## src/rtl/rs_pkg.sv

```systemverilog
// Shared sizing, state encoding and helpers for the Reed-Solomon decoder control path.
package rs_pkg;

  localparam int N      = 204;
  localparam int T      = 8;
  localparam int DEG_W  = 4;
  localparam int ROOT_W = 4;

  typedef enum logic [2:0] {
    IDLE,
    SYND,
    SCHK,
    KES,
    ZCALC,
    CHIEN,
    DONE
  } state_t;

  // Bits needed to hold every value 0..max_val.
  function automatic int cnt_width(input int max_val);
    return (max_val < 1) ? 1 : $clog2(max_val + 1);
  endfunction

endpackage

```

## src/rtl/rs_wait_timer.sv

```systemverilog
// Shared wait/latency counter: restarts on clear, counts while enabled, saturates at all-ones.
module rs_wait_timer #(
  parameter int W = 8
) (
  input  logic         clk,
  input  logic         rst_n,
  input  logic         clear,
  input  logic         en,
  output logic [W-1:0] count
);

  always_ff @(posedge clk or negedge rst_n) begin
    if (!rst_n) begin
      count <= '0;
    end else if (clear) begin
      count <= '0;
    end else if (en && (count != '1)) begin
      count <= count + W'(1);
    end
  end

endmodule

```

## src/rtl/rs_decoder_controller.sv

```systemverilog
// Sequences syndrome, key-equation, z-calculation and Chien/Forney stages for one RS codeword.
module rs_decoder_controller #(
  parameter int N         = rs_pkg::N,
  parameter int T         = rs_pkg::T,
  parameter int Z_LATENCY = 4,
  parameter int TIMEOUT   = 255
) (
  input  logic                      Clk,
  input  logic                      Reset,
  input  logic                      In_Valid,
  input  logic                      In_Sof,
  output logic                      In_Ready,
  output logic                      Synd_Clear,
  output logic                      Synd_En,
  input  logic                      Synd_Zero,
  output logic                      Kes_Start,
  input  logic                      Kes_Done,
  input  logic [rs_pkg::DEG_W-1:0]  Kes_Degree,
  output logic                      Z_Load,
  output logic                      Chien_Start,
  input  logic                      Chien_Done,
  input  logic [rs_pkg::ROOT_W-1:0] Chien_Roots,
  output logic                      Cw_Done,
  output logic                      Cw_Uncorrectable,
  output logic [rs_pkg::ROOT_W-1:0] Cw_Err_Count,
  output logic                      Busy
);

  import rs_pkg::*;

  localparam int CNT_W  = cnt_width(N);
  localparam int WAIT_W = cnt_width((TIMEOUT > Z_LATENCY) ? TIMEOUT : Z_LATENCY);

  state_t              state;
  state_t              next;
  logic [CNT_W-1:0]    byte_cnt;
  logic [DEG_W-1:0]    deg_q;
  logic [WAIT_W-1:0]   wait_cnt;
  logic                sof_seen;
  logic                frame_last;
  logic                deg_over;
  logic                wait_expired;
  logic                z_last;
  logic                roots_mismatch;
  logic                res_load;
  logic                res_unc;
  logic [ROOT_W-1:0]   res_cnt;

  assign sof_seen       = In_Valid && In_Sof && Reset;
  // A restarting SOF counts as byte 1, so it ends the frame only when N is 1.
  assign frame_last     = In_Sof ? (N == 1) : (byte_cnt == CNT_W'(N - 1));
  assign deg_over       = int'(Kes_Degree) > T;
  // Wait counter is 0 in the first cycle of KES/CHIEN, so TIMEOUT cycles elapse before giving up.
  assign wait_expired   = (wait_cnt == WAIT_W'(TIMEOUT - 1));
  assign z_last         = (wait_cnt == WAIT_W'(Z_LATENCY - 1));
  assign roots_mismatch = (Chien_Roots != deg_q);

  rs_wait_timer #(.W(WAIT_W)) u_wait_timer (
    .clk   (Clk),
    .rst_n (Reset),
    .clear (next != state),
    .en    ((state == KES) || (state == ZCALC) || (state == CHIEN)),
    .count (wait_cnt)
  );

  always_ff @(posedge Clk or negedge Reset) begin
    if (!Reset) begin
      state <= IDLE;
    end else begin
      state <= next;
    end
  end

  always_comb begin
    next     = state;
    res_load = 1'b0;
    res_unc  = 1'b0;
    res_cnt  = '0;
    case (state)
      IDLE: begin
        if (In_Valid && In_Sof) next = (N == 1) ? SCHK : SYND;
      end
      SYND: begin
        if (In_Valid && frame_last) next = SCHK;
      end
      SCHK: begin
        if (Synd_Zero) begin
          next     = DONE;
          res_load = 1'b1;
        end else begin
          next = KES;
        end
      end
      KES: begin
        if (Kes_Done) begin
          if (deg_over) begin
            next     = DONE;
            res_load = 1'b1;
            res_unc  = 1'b1;
          end else begin
            next = ZCALC;
          end
        end else if (wait_expired) begin
          next     = DONE;
          res_load = 1'b1;
          res_unc  = 1'b1;
        end
      end
      ZCALC: begin
        if (z_last) next = CHIEN;
      end
      CHIEN: begin
        if (Chien_Done) begin
          next     = DONE;
          res_load = 1'b1;
          res_unc  = roots_mismatch;
          res_cnt  = roots_mismatch ? '0 : Chien_Roots;
        end else if (wait_expired) begin
          next     = DONE;
          res_load = 1'b1;
          res_unc  = 1'b1;
        end
      end
      DONE:    next = IDLE;
      default: next = IDLE;
    endcase
  end

  always_comb begin
    In_Ready    = (state == IDLE) || (state == SYND);
    Busy        = (state != IDLE);
    Cw_Done     = (state == DONE);
    Synd_Clear  = 1'b0;
    Synd_En     = 1'b0;
    Kes_Start   = 1'b0;
    Z_Load      = 1'b0;
    Chien_Start = 1'b0;
    case (state)
      IDLE: begin
        Synd_Clear = sof_seen;
        Synd_En    = sof_seen;
      end
      SYND: begin
        Synd_En    = In_Valid;
        Synd_Clear = In_Valid && In_Sof;
      end
      SCHK:    Kes_Start   = !Synd_Zero;
      KES:     Z_Load      = Kes_Done && !deg_over;
      ZCALC:   Chien_Start = z_last;
      default: ;
    endcase
  end

  always_ff @(posedge Clk or negedge Reset) begin
    if (!Reset) begin
      byte_cnt         <= '0;
      deg_q            <= '0;
      Cw_Uncorrectable <= 1'b0;
      Cw_Err_Count     <= '0;
    end else begin
      if (Synd_Clear) begin
        byte_cnt <= CNT_W'(1);
      end else if (Synd_En) begin
        byte_cnt <= byte_cnt + CNT_W'(1);
      end
      if (Z_Load) deg_q <= Kes_Degree;
      if (res_load) begin
        Cw_Uncorrectable <= res_unc;
        Cw_Err_Count     <= res_cnt;
      end
    end
  end

endmodule

```

## config.mk

```make
export PLATFORM = sky130hd
export DESIGN_NAME = rs_decoder_controller
export DESIGN_NICKNAME = d
export VERILOG_FILES = /design/src/rtl/rs_pkg.sv /design/src/rtl/rs_wait_timer.sv /design/src/rtl/rs_decoder_controller.sv
export SDC_FILE = /design/constraint.sdc
export NUM_CORES = 1
export LEC_CHECK = 0
export BUFFER_PORTS_ARGS = -buffer_cell sky130_fd_sc_hd__buf_2
export CELL_PAD_IN_SITES_DETAIL_PLACEMENT = 1
export CELL_PAD_IN_SITES_GLOBAL_PLACEMENT = 2
export CORE_ASPECT_RATIO = 1.25
export CORE_MARGIN = 1
export CORE_UTILIZATION = 34
export CTS_CLUSTER_DIAMETER = 120
export DETAILED_ROUTE_END_ITERATION = 16
export HOLD_SLACK_MARGIN = 0.05
export PLACE_DENSITY = 0.82
export SYNTH_ARGS = -nofsm -noshare
export SYNTH_HDL_FRONTEND = slang
export SYNTH_SLANG_ARGS = --single-unit
```

## constraint.sdc

```tcl
create_clock -name Clk -period 2.1 [get_ports Clk]
set_input_delay 0.315 -clock Clk [delete_from_list [all_inputs] [get_ports Clk]]
set_output_delay 0.315 -clock Clk [all_outputs]
set_load 0.01 [all_outputs]
```

## Word-level counts from Yosys, hierarchy flattened

Cells that the tools add are included.

- Bits in registers: 28
- Latch bits: 0
- RAM bits: 0
- Bits in read-only memories: 0
- Output and inout port bits: 13
- Memories kept: 0

- Add/sub/neg operators: 2
- Multipliers: 0
- Divide/modulo/power cells: 0
- $lt $le $gt $ge: 1
- Equality and inequality tests: 12
- Shift operators: 0
- Multiplexer cells: 30
- Bitwise operators: 0
- Reduce and logical (&&, ||, !) cells: 14

Operators with widths:

| kind | number |
|---|---|
| $mux W8 | 4 |
| $mux W3 | 7 |
| $pmux W3 S6 | 1 |
| $add A8 B1 Y8 const B | 2 |
| $eq A8 B8 Y1 const B | 2 |
| $mux W4 | 3 |
| $mux W1 | 10 |
| $eq A3 B3 Y1 const B | 3 |
| $eq A8 B2 Y1 const B | 1 |
| $ne A8 B8 Y1 const B | 1 |
| $eq A3 B2 Y1 const B | 2 |
| $pmux W1 S2 | 3 |
| $logic_and A1 B1 Y1 | 5 |
| $gt A4 B4 Y1 const B | 1 |
| $ne A4 B4 Y1 | 1 |
| $reduce_bool A2 Y1 | 2 |
| $eq A3 B1 Y1 const B | 1 |
| $logic_not A3 Y1 | 1 |
| $logic_or A1 B1 Y1 | 3 |
| $ne A3 B3 Y1 | 1 |
| $pmux W1 S3 | 1 |
| $reduce_bool A3 Y1 | 1 |
| $logic_not A1 Y1 | 2 |
| $mux W2 | 1 |

## Logic depth before layout (Yosys ltp)

- Depth in word-level cells: 7
- Mapped depth: 7

## Modules after synthesis

A second synthesis with hierarchy kept.

- Cells, all modules: 172
- Area, all modules: 1677.9 um^2

By module, submodules not included:

| module | instances | cells an instance | area each (um^2) |
|---|---|---|---|
| rs_decoder_controller | 1 | 123 | 1213.7 |
| rs_wait_timer | 1 | 49 | 464.2 |

## Worst setup path before layout

Ideal clock, no wire load.

- Path kind: register to register
- From: register u_wait_timer.count[1]
- To: register u_wait_timer.count[2]
- Library setup time: 87 ps
- Data arrival time: 1584 ps
- Data required time: 2013 ps
- Path slack: 429 ps
- Stages on the path, launching flop included: 7
- Path buffers: 0
- Clock period less this slack: 1671 ps
- Path through: dfrtp_1 > ha_1 > nor4b_1 > and3_1 > a31oi_1 > nand4_2 > nor3_1

- Cells in the longest elaborated chain, start to end: 6
- Elaborated cells between the ends (all ways): 14

RTL lines:

| element | RTL line | source |
|---|---|---|
| start, declared | rs_wait_timer.sv:9 | `output logic [W-1:0] count` |
| start signal, assigned | rs_wait_timer.sv:18 | `count <= count + W'(1);` |
| $eq A8 B8 Y1 | rs_decoder_controller.sv:54 | `assign wait_expired = (wait_cnt == WAIT_W'(TIMEOUT - 1));` |
| $mux W3 | rs_decoder_controller.sv:103, rs_decoder_controller.sv:118 |  |
| $mux W3, on equally long branches | rs_decoder_controller.sv:113, rs_decoder_controller.sv:95 |  |
| $pmux W3 S6 | rs_decoder_controller.sv:79 | `case (state)` |
| $ne A3 B3 Y1 | rs_decoder_controller.sv:61 | `.clear (next != state),` |
| $mux W8 or $reduce_bool A2 Y1 (tied branches) | n/a |  |

Several ways; a longest one is shown, not always the timed one. The select of a mux whose other input is x is not followed.
A chain may end at the register's enable or synchronous reset.

## Worst setup path after layout

- From: register state[1]
- To: output Synd_En

- Cells in the longest elaborated chain, start to end: 2
- Elaborated cells between the ends (all ways): 3

RTL lines:

| element | RTL line | source |
|---|---|---|
| start, declared | rs_decoder_controller.sv:34 | `state_t state;` |
| start signal, assigned | rs_decoder_controller.sv:70 | `state <= next;` |
| $eq A3 B1 Y1 or $logic_not A3 Y1 (tied branches) | rs_decoder_controller.sv:138 | `case (state)` |
| $pmux W1 S2 (*) | rs_decoder_controller.sv:138 |  |
| end, declared | rs_decoder_controller.sv:14 | `output logic Synd_En,` |

Mark *: on every way between the ends. The rest lies on a longest branch, timed or not.

==> run_results.csv <==
group,metric,value,unit
run_status,status,"completed",
detailed_routing,firstDrtPassIters,4,
grt,grt.total_usage,0.182,
critical_path,critPathLaunchType,"register",
placed_design,io_buffers,27,
critical_path,critPathBufInv,1,
critical_path,crit_path_top_delay_cell,"dfrtp_2",
critical_path,cp.depth,3,
sta,max_slew_margin,0.684,
synthesis,synth_top_area_share,0.434,
min_path,hold_path_class,"input pin to register",
grt,grt_max_degree,27,
critical_path,worstSetupEndpointType,"output pin",
synthesis,synth_nets,187,
cells_and_area,fillers,531,
synthesis,yosysUniqueCellTypes,44,
critical_path,critPathArrivalTime,1680,ps
synthesis,ys_seq_area_frac,0.434,
cells_and_area,diodes,0,
clock_network,cts_max_level,1,
synthesis,ys.flop_type,"dfrtp_1",
critical_path,reg2reg_slack,180,ps
clock_network,cts.clk_slew.worst_paths,100,ps
synthesis,syn_inst,169,
synthesis,synth-edff-count,0,
placed_design,gp_congestion,0.815,
cells_and_area,finalNetCount,218,
grt,grt_first_pass_wirelength,7.09,mm
sta,fin_crit,2000,ps
die,num_rows,27,
critical_path,reg2reg_depth,8,
critical_path,crit_fanout,15,
critical_path,path_cells,"or3b_4, nor2_2, buf_2",
power,p_leak,0.865,nW
sta,final_max_slew_viol_count,0,
critical_path,crit_family,"simple AND/OR/NAND/NOR gates",
sta,finClkSkew,11.8,ps
detailed_routing,drc,0,
critical_path,cpPeakStageDelay,520,ps
grt,grt_pass1_vias,1526,
synthesis,ys_top_cells_by_count,"dfrtp_1, nor2_1, nand3_1",
synthesis,yosys_warnings,0,
power,ir_worst_vdd,0.444,mV
clock_network,cts_made_buffers,3,
critical_path,critPathKind,"register to output pin",
detailed_routing,drt_iter0_markers,43,
sta,hold_violations,0,
sta,timing.final.crit_share,0.951,
detailed_routing,wl,4.23,mm
cells_and_area,layout-drive-gt1-share,0.241,
cells_and_area,area_delta_synth_final,17.5,%
sta,hold_ws,279,ps
power,p_sw,868,µW
synthesis,synth_top_area_cell,"dfrtp_1",
sta,fin_tns_setup,0,ps
die,core_area,4490,µm²
die,ios,28,
die,die-area,5020,µm²
sta,rsz0062_at_grt,"false",
die,initial_core_util,0.359,
grt,grt_overflow,0,
critical_path,reg2reg_to,"u_wait_timer.count[2]$_DFFE_PN0P_",
synthesis,synth_seq_cells,28,
power,swShare,0.422,
synthesis,synth-async-reset-ratio,1.00,
detailed_routing,drt-vias-per-instance,5.55,
critical_path,crit_end,"Synd_En",
power,pwr-share-comb,0.411,
sta,setup-violations-final,0,
grt,grt_antenna_before_repair,0,
synthesis,netlist_area,1610,µm²
critical_path,regToRegStartpoint,"u_wait_timer.count[0]$_DFFE_PN0P_",
sta,worst_slack,103,ps
power,power_frac_clock,0.163,
detailed_routing,drtAntennaViolNets,0,
power,powerDensity,1090,nW/µm²
power,internal-power,1.19,mW
critical_path,critPathLaunch,"state[1]$_DFF_PN0_",
clock_network,cts.path.max_buffers,2,
detailed_routing,vias,1427,
clock_network,cts_tree,"built",
clock_network,clockRootBuffer,"clkbuf_8",
sta,worst-slew-pin-transition,474,ps
critical_path,required,1780,ps
detailed_routing,wl_per_cell,16.4,µm
die,dieHeight,79.0,µm
die,die_x,63.6,µm
synthesis,avgSynthCellArea,9.54,µm²
clock_network,cts_sinks,28,
sta,max_freq,501,MHz
placed_design,dp_hpwl,3.21,mm
clock_network,worstSkewPairLatency,280,ps
synthesis,synth_area_leaders,"dfrtp_1, nor2_1, xnor2_1",
synthesis,yosysMostFrequentCell,"dfrtp_1",
job,maxCapViolCount,0,
power,power.share.sequential,0.426,
placed_design,pre_cts_slack,132,ps
==> worst register-to-register path, stage by stage (launching register included) <==
cell and delay (ps):
dfrtp_1 440, inv_1 110, ha_1 200, nand3_1 120, o21ai_1 110, o311ai_1 320
nand4_2 130, buf_4 190, nor3_1 210
==> final cells by class <==
class | instances | area (µm²) | share of cell area
Multi-Input combinational cell | 130 | 875 | 0.461
Tap cell | 58 | 72.6 | 0.0383
Inverter | 6 | 22.5 | 0.0119
Clock buffer | 4 | 55.1 | 0.0290
Sequential cell | 28 | 703 | 0.371
Timing Repair Buffer | 31 | 168 | 0.0884
==> cells in the final DEF, fill, tap and decap left out, types with 7 or more instances in the layout <==
cell     Yosys  routed
nand2_1      7       7
xor2_1       7       7
xnor2_1      7       7
buf_2        3      27
nor2_1      22      22
nand3_1      8       8
dfrtp_1     28      26
==> stage by stage <==
| step | utilization | power (mW) | cells | instance area (µm²) |
|---|---|---|---|---|
| final | 0.422 | 2.06 | 257 | 1900 |
| after global placement | 0.402 | 1.64 | 251 | 1810 |
| after detailed placement | 0.402 | 1.70 | 251 | 1810 |
| after CTS | 0.417 | 2.04 | 256 | 1870 |
| after global routing | 0.422 | 2.22 | 257 | 1900 |
| after floorplan | - | 1.41 | 169 | 1610 |
==> power groups by stage <==
stage | clock network (mW) | registers, mW | logic (mW)
finish | 0.335 | 0.876 | 0.847
global placement | 0 | 0.862 | 0.774
global route | 0.367 | 0.907 | 0.947
detailed placement | 0 | 0.876 | 0.822
CTS | 0.344 | 0.867 | 0.827
floorplan | 0 | 0.780 | 0.628
==> layer usage <==
metal	up-vias	part of all wire	GRT usage
li1	674	-	-
met4	0	0.014	0.0614
met3	8	0.029	0.0244
met5	-	0	0
met2	30	0.54	0.333
met1	715	0.42	0.215
==> worst min-delay path by stage <==
stage,depth (start not counted),endpoint,startpoint
3_5_place_dp,1,state[1]$_DFF_PN0_,Reset
3_3_place_gp,1,state[1]$_DFF_PN0_,Reset
6_report,2,deg_q[3]$_DFFE_PN0P_,Kes_Degree[3]
4_1_cts,2,deg_q[3]$_DFFE_PN0P_,Kes_Degree[3]
5_1_grt,2,Cw_Err_Count[3]$_DFFE_PN0P_,Chien_Roots[3]
2_1_floorplan,0,Cw_Err_Count[0]$_DFFE_PN0P_,Reset
==> flip-flops by register name, summed over array words and instances (netlist names) <==
signal / count
Cw_Err_Count: 4
Cw_Uncorrectable: 1
byte_cnt: 8
deg_q: 4
state: 3
u_wait_timer.count: 8
==> what timing repair did <==
item                                    CTS  global route
endpoints found under the setup margin    0             7
hold buffers                              1             0
gates resized for setup                   0             4
hold endpoints to repair                  2             0
buffers inserted                          0             1
==> cells by family (layout without fill, tap and decap cells) <==
group,Yosys count,in the layout,synth area share
buffers and inverters,11,41,0.0310
AO/OA/AOI/OAI,31,31,0.126
multiplexers,6,6,0.0411
adder cells (fa/ha/maj),3,3,0.0233
XOR/XNOR,14,14,0.0760
AND/OR/NAND/NOR,76,76,0.268
flip-flops,28,28,0.434
No activity file was read; power rests on OpenSTA's default activity.
